## src/rtl/glitchless_pkg.sv

```systemverilog
// Shared types for the glitch-free burst read controller: output-encoded state and bit positions.
package glitchless_pkg;

  // {err, ds, rd, s1, s0}; rd/ds/err come straight off the state register.
  typedef enum logic [4:0] {
    StIdle = 5'b000_00,
    StRead = 5'b001_01,
    StDly  = 5'b001_10,
    StDone = 5'b010_11,
    StErr  = 5'b100_00
  } state_e;

  localparam int unsigned RD_BIT  = 2;
  localparam int unsigned DS_BIT  = 3;
  localparam int unsigned ERR_BIT = 4;

  function automatic int unsigned clog2_min1(input int unsigned v);
    return (v <= 1) ? 1 : $clog2(v);
  endfunction

endpackage

```

## src/rtl/glitchless_rr_arb.sv

```systemverilog
// Combinational round-robin pick: first set request at or above ptr, wrapping.
module glitchless_rr_arb
  import glitchless_pkg::*;
#(
  parameter int unsigned NCH = 4,
  localparam int unsigned IDX_W = clog2_min1(NCH)
) (
  input  logic [NCH-1:0]   req,
  input  logic [IDX_W-1:0] ptr,
  output logic [NCH-1:0]   gnt_nxt,
  output logic [IDX_W-1:0] idx_nxt
);

  always_comb begin
    logic             found;
    logic [IDX_W-1:0] j;
    gnt_nxt = '0;
    idx_nxt = '0;
    found   = 1'b0;
    j       = '0;
    for (int unsigned i = 0; i < NCH; i++) begin
      j = IDX_W'((32'(ptr) + i) % NCH);
      if (!found && req[j]) begin
        found      = 1'b1;
        gnt_nxt[j] = 1'b1;
        idx_nxt    = j;
      end
    end
  end

endmodule

```

## src/rtl/glitchless_burst_rd.sv

```systemverilog
// Round-robin burst read controller whose rd/ds/err strobes are raw state-register bits.
module glitchless_burst_rd
  import glitchless_pkg::*;
#(
  parameter int unsigned NCH       = 4,
  parameter int unsigned BURST_LEN = 4,
  parameter int unsigned MAX_WAIT  = 8,
  localparam int unsigned BEAT_W   = clog2_min1(BURST_LEN),
  localparam int unsigned WAIT_W   = clog2_min1(MAX_WAIT),
  localparam int unsigned IDX_W    = clog2_min1(NCH)
) (
  input  logic              clk,
  input  logic              reset_n,
  input  logic [NCH-1:0]    go,
  input  logic              ws,
  output logic              rd,
  output logic              ds,
  output logic              err,
  output logic [NCH-1:0]    gnt,
  output logic [BEAT_W-1:0] beat
);

  state_e            state_q, state_d;
  logic [NCH-1:0]    gnt_q, gnt_d;
  logic [BEAT_W-1:0] beat_q, beat_d;
  logic [WAIT_W-1:0] wait_q, wait_d;
  logic [IDX_W-1:0]  ptr_q, ptr_d;
  logic [IDX_W-1:0]  idx_q, idx_d;

  logic [NCH-1:0]    arb_gnt;
  logic [IDX_W-1:0]  arb_idx;

  glitchless_rr_arb #(
    .NCH(NCH)
  ) u_arb (
    .req    (go),
    .ptr    (ptr_q),
    .gnt_nxt(arb_gnt),
    .idx_nxt(arb_idx)
  );

  always_ff @(posedge clk) begin
    if (!reset_n) begin
      state_q <= StIdle;
      gnt_q   <= '0;
      beat_q  <= '0;
      wait_q  <= '0;
      ptr_q   <= '0;
      idx_q   <= '0;
    end else begin
      state_q <= state_d;
      gnt_q   <= gnt_d;
      beat_q  <= beat_d;
      wait_q  <= wait_d;
      ptr_q   <= ptr_d;
      idx_q   <= idx_d;
    end
  end

  always_comb begin
    state_d = state_q;
    gnt_d   = gnt_q;
    beat_d  = beat_q;
    wait_d  = wait_q;
    ptr_d   = ptr_q;
    idx_d   = idx_q;
    unique case (state_q)
      StIdle: begin
        if (|go) begin
          state_d = StRead;
          gnt_d   = arb_gnt;
          idx_d   = arb_idx;
          beat_d  = '0;
          wait_d  = '0;
        end
      end
      StRead: state_d = StDly;
      StDly: begin
        if (!ws) begin
          if (beat_q == BEAT_W'(BURST_LEN - 1)) begin
            state_d = StDone;
          end else begin
            state_d = StRead;
            beat_d  = beat_q + 1'b1;
            wait_d  = '0;
          end
        end else if (wait_q == WAIT_W'(MAX_WAIT - 1)) begin
          state_d = StErr;
        end else begin
          // Same beat is re-issued; only the wait budget is consumed.
          state_d = StRead;
          wait_d  = wait_q + 1'b1;
        end
      end
      StDone, StErr: begin
        state_d = StIdle;
        gnt_d   = '0;
        ptr_d   = (idx_q == IDX_W'(NCH - 1)) ? '0 : idx_q + 1'b1;
      end
      default: begin
        state_d = StIdle;
        gnt_d   = '0;
      end
    endcase
  end

  always_comb begin
    rd   = state_q[RD_BIT];
    ds   = state_q[DS_BIT];
    err  = state_q[ERR_BIT];
    gnt  = gnt_q;
    beat = beat_q;
  end

endmodule

```

## config.mk

```make
export PLATFORM = sky130hd
export DESIGN_NAME = glitchless_burst_rd
export DESIGN_NICKNAME = d
export VERILOG_FILES = /design/src/rtl/glitchless_pkg.sv /design/src/rtl/glitchless_rr_arb.sv /design/src/rtl/glitchless_burst_rd.sv
export SDC_FILE = /design/constraint.sdc
export NUM_CORES = 1
export LEC_CHECK = 0
export BUFFER_PORTS_ARGS = -buffer_cell sky130_fd_sc_hd__buf_2
export CORE_MARGIN = 4
export CORE_UTILIZATION = 35
export DETAILED_ROUTE_END_ITERATION = 7
export PLACE_DENSITY_LB_ADDON = 0.08
export SKIP_LAST_GASP = 1
export SYNTH_ARGS = -nofsm -noshare
export SYNTH_HDL_FRONTEND = slang
export SYNTH_SLANG_ARGS = --single-unit
```

## constraint.sdc

```tcl
create_clock -name clk -period 4.2 [get_ports clk]
set_input_delay 0.21 -clock clk [delete_from_list [all_inputs] [get_ports clk]]
set_output_delay 0.21 -clock clk [all_outputs]
set_load 0.01 [all_outputs]
```

==> flow_summary.toml <==
[yosys]
synthesis.nets = 174
synth_xor_xnor_area_share = 0.0125
synth_edf_count = 0
synth_fa_ha_area_frac = 0.107
ys_ff_latch = 18
synth_compound_area_frac = 0.208
synth_warnings = 0
syn-cell-area_um2 = 1400
synthMuxAreaShare = 0.104
synthArstFlopShare = 0
syn_area_per_cell_um2 = 9.02
ys.flop_type = "dfxtp_1"
synthSimpleGateAreaFrac = 0.259
synth_cells = 155
yosys.cell_types.count = 48
synth_top_family_by_area = "simple AND/OR/NAND/NOR gates"
yosysSeqAreaShare = 0.258

[timing]
relSlewSlack = 0.634
hold_slack_ns = 0.310
timing.final.crit_period_ns = 2.73
setup-violations-final = 0
finClkSkew_ns = 0.00472
hold_viol = 0
rsz0062_at_grt = "false"
tns_ns = 0
fmax_mhz = 366
finalMaxSlewViolations = 0
tightest_slew_ns = 0.548
fin_crit_sh = 0.650
worst_slack_ns = 1.47

[global_routing]
antenna_found_initial = 0
grt_pass1_wl_mm = 4.75
grt.overflow.total = 0
grt_max_degree = 17
grt_pass1_vias = 1045
grtUsageTotal = 0.114

[cts]
post-cts-setup-buffer-count = 0
cts.repair.resized = 0
cts_hold_buffers = 0
clk_pin_slew_ns = 0.07
cts-htree-levels = 1
clockBufferDepth = 2
cts_tree = "yes"
root_buffer = "clkbuf_8"
cts_made_buffers = 3
clock_latency_ns = 0.25
cts.sinks = 18

[finish]
syn2layout_area_growth_pct = 9.03
final_cell_mix = "18 x dfxtp_1, 16 x nand2_1, 15 x buf_2"
drive_gt1_frac = 0.212
nets = 185
diodes = 0
layout_commonest_cell = "dfxtp_1"
stdcell_count = 213

[drt]
vias_per_cell = 5.31
drtIter0Drc = 71
routed_wl_mm = 2.89
vias = 1130
dr.pass1.iters = 5
routedWlPerCell_um = 13.6
drc_errors = 0
drtAntennaViolNets = 0

[setup_path]
worstPathRequired_ns = 4.34
cp_max_fo = 14
r2r_start = "ptr_q[0]"
r2r_slack_ns = 1.47
rr_worst_depth = 6
slowest_delay_ns = 0.67
timing.rr.end = "idx_q[1]"
crit_arrival_ns = 2.87
cp-start-kind = "register"
slowest_stage = "dfxtp_1"
end_kind = "register"
crit_chain = "inv_1 > ha_1 > mux4_2 > or2_0 > o221ai_1 > a21oi_1"
path_class = "register to register"

[place]
dpl_worst_slack_ns = 1.49
hpwl_mm = 2.25
place_congestion = 0.837
io_buffers = 15
dp_cells = 209

[floorplanning]
fp.coreArea_um2 = 3770
dieArea_um2 = 5070
die_h_um = 71.2
fp-row-count = 22
start_util = 0.371
ios = 16
die_x_um = 71.2

[run_status]
status = "finished clean"

[hold_path]
whs_path_depth = 4
hold_class = "input pin to register"
min_to = "beat[1]"
min-delay-start = "ws"

[power]
p_leak_uw = 0.000569
power_uw = 488
p_per_area_nw_per_um2 = 320
ir_worst_vdd_uv = 251

[run]
maxCapViolCount = 0
## Yosys cell counts, types with 4 or more instances
cell / instances / area (um2)
nand2b_1: 5 / 31.3
nor2_1: 9 / 33.8
dfxtp_1: 18 / 360
o21ai_1: 4 / 20.0
a21oi_2: 4 / 35.0
ha_1: 12 / 150
nand2_1: 16 / 60.1
a22o_1: 4 / 35.0
nand3_1: 4 / 20.0
a21boi_1: 4 / 30.0
o21ai_0: 6 / 30.0
a21oi_1: 7 / 35.0
nand3b_1: 6 / 45.0
mux2i_1: 4 / 40.0
## cell type report
type	instances	area (um2)
inverters	2	7.51
repair buffers	15	75.1
clock buffers	4	55.1
well taps	48	60.1
flip-flops and latches	18	360
multi-input cells	126	967
fillers	393	2250
## report_power, final
part           switching (uW)  total (uW)  leakage (uW)  internal (uW)
Clock                    56.3         140     0.0000288           83.2
Combinational            75.8         136      0.000393           60.4
Sequential               23.6         212      0.000146            189
## worst max-delay path by stage
stage               depth (start not counted)      from       end  slack [ns]
finish                                      6  ptr_q[0]  idx_q[1]        1.47
global placement                            7  ptr_q[0]    gnt[0]        1.58
detailed placement                          6  ptr_q[0]  idx_q[1]        1.49
CTS                                         6  ptr_q[0]  idx_q[1]        1.48
floorplan                                   8  ptr_q[1]  idx_q[1]        1.77
global route                                7  ptr_q[0]    gnt[0]        1.33
## kinds of logic after synthesis
family / count (synthesis)
simple gates: 62
compound gates: 41
flops: 18
fa+ha+maj: 12
buf+inv: 11
mux: 9
xor+xnor: 2
## routing by layer
layer	vias up	share of wire	routed length, um	global-route usage
li1	584	-	-	-
met1	526	0.50	1460	0.154
met2	18	0.45	1310	0.185
met3	2	0.038	110	0.0351
met4	0	0.0038	11	0.00835
met5	-	0	0	0
## registers in the layout (all words and copies together) (netlist names)
signal   flops
wait_q       3
beat         2
idx_q        2
gnt          4
ptr_q        2
state_q      5
## per-stage QoR
| step | instance area (um2) | utilization |
|---|---|---|
| finish | 1530 | 0.404 |
| CTS | 1530 | 0.404 |
| global route | 1530 | 0.404 |
| global placement | 1470 | 0.390 |
| floorplan | 1400 | - |
| detailed placement | 1470 | 0.390 |
## worst max-delay path, delay by kind of cell (launching register included)
| kind | cells | cell delay [ns] |
|---|---|---|
| AOI/OAI and AO/OA | 2 | 0.39 |
| muxes | 1 | 0.54 |
| adders and majority gates | 1 | 0.39 |
| buffers and inverters | 1 | 0.24 |
| DFF | 1 | 0.67 |
| and+or+nand+nor | 1 | 0.40 |
Note: power is estimated with default switching activity, not from simulation.
